==> src/rtl/multicycle_control_unit.sv <==
// Multicycle MIPS-subset control FSM: FETCH/DECODE/EXEC/MEM/WB(/HALT) sequencing with latched decode fields.
// Latency: strobes are combinational from state (and mem_ack); decode fields register at the end of DECODE.
// Backpressure: FETCH/MEM hold mem_req until mem_ack or a wait-counter timeout; HALT holds until resume.
//
// Ports: clk, rst_n (async active-low); opcode/func (instruction fields, used in DECODE);
//        mem_ack, resume (inputs); ir_we/pc_we/mem_req/mem_we/reg_we (state strobes);
//        jmp..syscall, alu_op (latched decode fields); state (debug); illegal/timeout (pulses); halted.
// Optional feature: define SYSCALL_HALT_EN to make syscall park the FSM in HALT until resume.
module multicycle_control_unit #(
    parameter int ALUOP_W = 4,
    parameter int WAIT_W  = 4
) (
    input  logic               clk,
    input  logic               rst_n,
    input  logic [5:0]         opcode,
    input  logic [5:0]         func,
    input  logic               mem_ack,
    input  logic               resume,
    output logic               ir_we,
    output logic               pc_we,
    output logic               mem_req,
    output logic               mem_we,
    output logic               reg_we,
    output logic               jmp,
    output logic               jr,
    output logic               jal,
    output logic               beq,
    output logic               bne,
    output logic               bltz,
    output logic               sh,
    output logic               signed_ext,
    output logic               alu_src_b,
    output logic               reg_dst,
    output logic               mem_to_reg,
    output logic               syscall,
    output logic [ALUOP_W-1:0] alu_op,
    output logic [2:0]         state,
    output logic               illegal,
    output logic               timeout,
    output logic               halted
);

    typedef enum logic [2:0] {
        FETCH  = 3'd0,
        DECODE = 3'd1,
        EXEC   = 3'd2,
        MEM    = 3'd3,
        WB     = 3'd4,
        HALT   = 3'd5
    } state_t;

    // Sequence class picked in DECODE; selects the path after EXEC.
    typedef enum logic [2:0] {
        C_NONE = 3'd0,
        C_ALU  = 3'd1,  // EXEC -> WB
        C_LW   = 3'd2,  // EXEC -> MEM -> WB
        C_ST   = 3'd3,  // EXEC -> MEM
        C_JMP  = 3'd4,  // EXEC only, pc_we (j, jr, branches)
        C_JAL  = 3'd5,  // EXEC (pc_we) -> WB
        C_SYS  = 3'd6
    } cls_t;

    typedef struct packed {
        logic       jmp;
        logic       jr;
        logic       jal;
        logic       beq;
        logic       bne;
        logic       bltz;
        logic       sh;
        logic       signed_ext;
        logic       alu_src_b;
        logic       reg_dst;
        logic       mem_to_reg;
        logic       syscall;
        logic [3:0] alu_op;
        cls_t       cls;
    } dec_t;

    localparam logic [WAIT_W-1:0] WAIT_MAX = {WAIT_W{1'b1}};

    state_t             state_q, state_d;
    dec_t               dec_q, dec_d;
    logic               legal;
    logic [WAIT_W-1:0]  wait_q;
    logic               term;
    // Low until the first clock edge after reset release, so no strobe fires while held in reset.
    logic               run_q;

    // ---------------- instruction decode ----------------
    always_comb begin
        dec_d = '0;
        legal = 1'b1;
        case (opcode)
            6'h00: begin
                dec_d.reg_dst = 1'b1;
                dec_d.cls     = C_ALU;
                case (func)
                    6'h00: dec_d.alu_op = 4'd0;   // sll
                    6'h02: dec_d.alu_op = 4'd2;   // srl
                    6'h03: dec_d.alu_op = 4'd1;   // sra
                    6'h08: begin dec_d.jr = 1'b1;      dec_d.cls = C_JMP; end
                    6'h0C: begin dec_d.syscall = 1'b1; dec_d.cls = C_SYS; end
                    6'h20, 6'h21: dec_d.alu_op = 4'd5;
                    6'h22, 6'h23: dec_d.alu_op = 4'd6;
                    6'h24: dec_d.alu_op = 4'd7;
                    6'h25: dec_d.alu_op = 4'd8;
                    6'h26: dec_d.alu_op = 4'd9;
                    6'h27: dec_d.alu_op = 4'd10;
                    6'h2A: dec_d.alu_op = 4'd11;
                    6'h2B: dec_d.alu_op = 4'd12;
                    default: legal = 1'b0;
                endcase
            end
            6'h01: begin dec_d.bltz = 1'b1; dec_d.signed_ext = 1'b1; dec_d.alu_op = 4'd5; dec_d.cls = C_JMP; end
            6'h02: begin dec_d.jmp = 1'b1; dec_d.cls = C_JMP; end
            6'h03: begin dec_d.jal = 1'b1; dec_d.cls = C_JAL; end
            6'h04: begin dec_d.beq = 1'b1; dec_d.cls = C_JMP; end
            6'h05: begin dec_d.bne = 1'b1; dec_d.cls = C_JMP; end
            6'h08, 6'h09: begin
                dec_d.signed_ext = 1'b1; dec_d.alu_src_b = 1'b1; dec_d.alu_op = 4'd5; dec_d.cls = C_ALU;
            end
            6'h0A: begin dec_d.signed_ext = 1'b1; dec_d.alu_src_b = 1'b1; dec_d.alu_op = 4'd11; dec_d.cls = C_ALU; end
            6'h0C: begin dec_d.alu_src_b = 1'b1; dec_d.alu_op = 4'd7; dec_d.cls = C_ALU; end
            6'h0D: begin dec_d.alu_src_b = 1'b1; dec_d.alu_op = 4'd8; dec_d.cls = C_ALU; end
            6'h23: begin dec_d.alu_src_b = 1'b1; dec_d.mem_to_reg = 1'b1; dec_d.alu_op = 4'd5; dec_d.cls = C_LW; end
            6'h29: begin
                dec_d.sh = 1'b1; dec_d.signed_ext = 1'b1; dec_d.alu_src_b = 1'b1; dec_d.alu_op = 4'd5; dec_d.cls = C_ST;
            end
            6'h2B: begin dec_d.alu_src_b = 1'b1; dec_d.alu_op = 4'd5; dec_d.cls = C_ST; end
            default: legal = 1'b0;
        endcase
        if (!legal) begin
            dec_d = '0;
        end
    end

    // ---------------- next state and strobes ----------------
    always_comb begin
        state_d = state_q;
        ir_we   = 1'b0;
        pc_we   = 1'b0;
        mem_req = 1'b0;
        mem_we  = 1'b0;
        reg_we  = 1'b0;
        illegal = 1'b0;
        timeout = 1'b0;
        halted  = 1'b0;
        term    = (wait_q == WAIT_MAX);
        case (state_q)
            FETCH: begin
                mem_req = 1'b1;
                // An ack on the terminal-count cycle takes priority over the timeout.
                if (mem_ack) begin
                    ir_we   = 1'b1;
                    pc_we   = 1'b1;
                    state_d = DECODE;
                end else if (term) begin
                    timeout = 1'b1;
                    state_d = FETCH;
                end
            end
            DECODE: begin
                if (!legal) begin
                    illegal = 1'b1;
                    state_d = FETCH;
`ifdef SYSCALL_HALT_EN
                end else if (dec_d.cls == C_SYS) begin
                    state_d = HALT;
`endif
                end else begin
                    state_d = EXEC;
                end
            end
            EXEC: begin
                pc_we = (dec_q.cls == C_JMP) || (dec_q.cls == C_JAL);
                case (dec_q.cls)
                    C_ALU, C_JAL: state_d = WB;
                    C_LW,  C_ST:  state_d = MEM;
                    default:      state_d = FETCH;
                endcase
            end
            MEM: begin
                mem_req = 1'b1;
                mem_we  = (dec_q.cls == C_ST);
                if (mem_ack) begin
                    state_d = (dec_q.cls == C_LW) ? WB : FETCH;
                end else if (term) begin
                    timeout = 1'b1;
                    state_d = FETCH;
                end
            end
            WB: begin
                reg_we  = 1'b1;
                state_d = FETCH;
            end
            HALT: begin
                halted = 1'b1;
`ifdef SYSCALL_HALT_EN
                if (resume) begin
                    state_d = FETCH;
                end
`else
                state_d = FETCH;
`endif
            end
            default: state_d = FETCH;
        endcase
        if (!run_q) begin
            state_d = FETCH;
            ir_we   = 1'b0;
            pc_we   = 1'b0;
            mem_req = 1'b0;
            mem_we  = 1'b0;
            reg_we  = 1'b0;
            illegal = 1'b0;
            timeout = 1'b0;
        end
    end

`ifndef SYSCALL_HALT_EN
    logic resume_unused;
    assign resume_unused = resume;
`endif

    // ---------------- state registers ----------------
    always_ff @(posedge clk or negedge rst_n) begin
        if (!rst_n) begin
            run_q   <= 1'b0;
            state_q <= FETCH;
            wait_q  <= '0;
            dec_q   <= '0;
        end else begin
            run_q   <= 1'b1;
            state_q <= state_d;
            // Counter only runs during an unacknowledged memory wait; any other cycle
            // (including ack or timeout) leaves it at zero for the next FETCH/MEM entry.
            if (mem_req && !mem_ack && !term) begin
                wait_q <= wait_q + 1'b1;
            end else begin
                wait_q <= '0;
            end
            if (run_q && state_q == DECODE) begin
                dec_q <= dec_d;
            end
        end
    end

    assign jmp        = dec_q.jmp;
    assign jr         = dec_q.jr;
    assign jal        = dec_q.jal;
    assign beq        = dec_q.beq;
    assign bne        = dec_q.bne;
    assign bltz       = dec_q.bltz;
    assign sh         = dec_q.sh;
    assign signed_ext = dec_q.signed_ext;
    assign alu_src_b  = dec_q.alu_src_b;
    assign reg_dst    = dec_q.reg_dst;
    assign mem_to_reg = dec_q.mem_to_reg;
    assign syscall    = dec_q.syscall;
    assign alu_op     = ALUOP_W'(dec_q.alu_op);
    assign state      = state_q;

endmodule
==> config.mk <==
export PLATFORM = sky130hd
export DESIGN_NAME = multicycle_control_unit
export DESIGN_NICKNAME = d
export VERILOG_FILES = /design/src/rtl/multicycle_control_unit.sv
export SDC_FILE = /design/constraint.sdc
export NUM_CORES = 1
export LEC_CHECK = 0
export ABC_AREA = 1
export CORE_MARGIN = 2
export CORE_UTILIZATION = 37
export CTS_CLUSTER_DIAMETER = 200
export DETAILED_ROUTE_END_ITERATION = 8
export MAX_ROUTING_LAYER = met4
export PLACE_DENSITY = 0.61
export SYNTH_ARGS = -nofsm -noshare
export SYNTH_HDL_FRONTEND = slang
export SYNTH_SLANG_ARGS = --single-unit
==> constraint.sdc <==
create_clock -name clk -period 2.25 [get_ports clk]
set_clock_uncertainty 0.1 [all_clocks]
set_input_delay 0.675 -clock clk [delete_from_list [all_inputs] [get_ports clk]]
set_output_delay 0.675 -clock clk [all_outputs]
set_load 0.005 [all_outputs]
==> qor.csv <==
metric,value,unit
Max VDD drop,0.0002271,V
dpl hpwl,3596,um
CTS tree,built,
Ports,43,
H-tree Lvls,1,
Fill cells,439,
Yosys reg bits,27,
Final Non-Filler Cells,411,
Main synth FF type,dfrtp_1,
pwr dens,428.5,nW/um2
vias in the first global route,1887,
root buffer cell,clkbuf_8,
DR iter-0 viols,110,
"delay-heaviest family, CP",simple AND/OR/NAND/NOR gates,
number of synthesized flops with an enable pin,0,
Hold WC Path Type,register to register,
Crit path largest cell delay,0.15,ns
Final Cell Area,2918,um2
pre-CTS setup slack,-1.042,ns
"CTS clk-pin slew, worst paths",0.10,ns
largest net degree at the start of global routing,29,
via count,2025,
Final Hold Violating Endpoints,0,
clk sinks,27,
Initial Util,38.11,%
"Cell Area, Placed",2576,um2
RSZ-0062 raised after global routing,true,
crit path capture type,output pin,
overall die width,73.52,um
Pleak,1.482,nW
Async SR Flop Fraction,100.0,%
WHS,0.3691,ns
WS Path Type,input pin to output pin,
initial antenna violation count,0,
WP data arrival,1.69,ns
DRC viols,0,
distinct cell type count after synthesis,33,
fin util,62.19,%
post-synthesis sequential area ratio,37.79,%
Fmax,405.6,MHz
global-route wire length before repair,8266,um
wl on met1,2291,um
CTS buffer count,3,
WP buf/inv,3,
share of post-route cells with drive strength above 1,43.42,%
Synth Area per Inst,6.984,um2
failing checks,negative setup slack,
drt pass-1 iters,4,
crit path cell chain,clkbuf_4 -> inv_2 -> nand2_1 -> nor2_2 -> nand2_1 -> nand2_1 -> nor2_2 -> nand2_2 -> nand2_4 -> nand2_4 -> nor2_2 -> buf_2,
DR top layer,met4,
outcome,"complete, but fails checks",
"Req. time, crit path",1.47,ns
Vias/cell,4.927,
gr ovfl total,0,
setup violators final,2,
area occupied by multi-input gates,1122,um2
met3 wire len,192,um
DRT Wirelength,5161,um
WL per Instance,12.56,um
Die Height,73.52,um
Synth Cell Area,1788,um2
max cap viols,0,
Cell Rows,25,
number of nets with antenna violations after routing,0,
max-slew violations,0,
GPL Wtd Cong,0.8905,
number of port buffers,41,
Final period util,109.6,%
Clock Tree Buf Depth,2,
Clock Latency Late Sink,0.28,ns
Tot GR Track Use,20.06,%
Register-to-Register Setup Slack,0.40,ns
Area Overhead vs Synth,63.19,%
die area,5404,um2
CP Max Fanout,4,
"Slowest-stage cell, CP",clkbuf_4,
cell count after synthesis,256,
final worst setup slack,-0.2157,ns
crit path time final,2.466,ns
Final nets,375,
syn nets,273,
Hold Buf Count CTS,0,
core area,4692,um2
Register Area,675.6,um2
Placed Instances,391,
diodes inserted,0,
critical path startpoint category,input pin,
met2 WL,2592,um
Synthesis Warnings,0,
==> kinds of logic (layout without fill, tap and decap cells) <==
kind of cell / Yosys count / count (layout) / synth area share, %
AND/OR/NAND/NOR: 156 / 156 / 41.08
flip-flops: 27 / 27 / 37.79
AO/OA/AOI/OAI: 29 / 29 / 9.448
XOR/XNOR: 2 / 2 / 0.9799
adder cells (fa/ha/maj): 1 / 1 / 0.6997
other: 1 / 1 / 0.2097
buffers and inverters: 40 / 141 / 9.797
==> layout by cell type, fill, tap and decap left out, drive strengths merged, types with 2 or more instances in the layout <==
cell type / Yosys / layout
buf: 8 / 79
nand2: 76 / 76
nor2: 40 / 40
nand3: 31 / 31
inv: 30 / 29
dfrtp: 27 / 27
clkdlybuf4s50: 0 / 20
o21ai: 17 / 17
a21oi: 7 / 7
clkbuf: 0 / 5
nand4: 4 / 4
clkinv: 2 / 3
clkdlybuf4s15: 0 / 3
nor3: 3 / 3
a31oi: 2 / 2
==> worst register-to-register path, stage by stage (launching register included) <==
cell and delay [ns]:
dfrtp_1 0.41, buf_6 0.13, buf_4 0.12, nor2_1 0.13
nand2_1 0.10, buf_4 0.24, inv_1 0.31, o21ai_0 0.17
nand2_1 0.09
==> timing repair <==
| item | in CTS | in global routing |
|---|---|---|
| setup endpoints to repair | 8 | 7 |
| pin swaps | 18 | 18 |
| endpoints found under the hold margin | 0 | 0 |
| gates resized for setup | 112 | 37 |
| buffers inserted | 12 | 6 |
==> power by group <==
part	internal, mW	leakage (nW)	switching, mW
Clock	0.126	0.0217	0.164
Combinational	0.208	1.09	0.193
Sequential	0.530	0.369	0.0301
Total	0.864	1.48	0.387
==> cells in the mapped netlist, types with 3 or more instances <==
cell,count,area [um2]
nor2_2,11,68.82
buf_4,4,30.03
nand4_1,4,25.02
buf_2,4,20.02
dfrtp_1,27,675.7
nor2_1,26,97.59
nor2_4,3,33.78
nand2_2,7,43.79
nand3_1,29,145.1
a21oi_1,5,25.02
nand2_1,68,255.2
inv_2,5,18.77
o21ai_1,6,30.03
o21ai_0,10,50.05
inv_1,25,93.84
==> worst paths after layout <==
check | start | to | cells after the start
worst min register to register | wait_q[0] | wait_q[0] | 1
max in group asynchronous | rst_n | mem_to_reg | 2
worst max-delay path | func[3] | illegal | 12
min in group asynchronous | rst_n | wait_q[2] | 2
worst min-delay path | wait_q[0] | wait_q[0] | 1
worst max register to register | state[2] | alu_op[1] | 8
==> per-layer routing <==
metal	global-route usage [%]	up-vias
li1	-	1016
met1	24.87	948
met2	34.23	51
met3	2.606	10
met4	5.657	0
met5	-	-
==> through the flow <==
| step | setup TNS [ns] | power, mW |
|---|---|---|
| after floorplan | 0 | 0.7192 |
| after global placement | -3.476 | 0.9113 |
| after detailed placement | -3.829 | 0.9158 |
| after CTS | -0.1994 | 1.229 |
| after global routing | -0.6307 | 1.324 |
| final | -0.2211 | 1.250 |
==> layout make-up <==
class                   instances  share of cell area (%)
clock buffers                   3                   1.415
clock inverters                 1                  0.2573
inverters                      32                   4.503
multi-input cells             189                   38.46
flip-flops and latches         27                   23.16
well taps                      54                   2.316
repair buffers                105                   29.89
(Power assumes the default switching activity.)
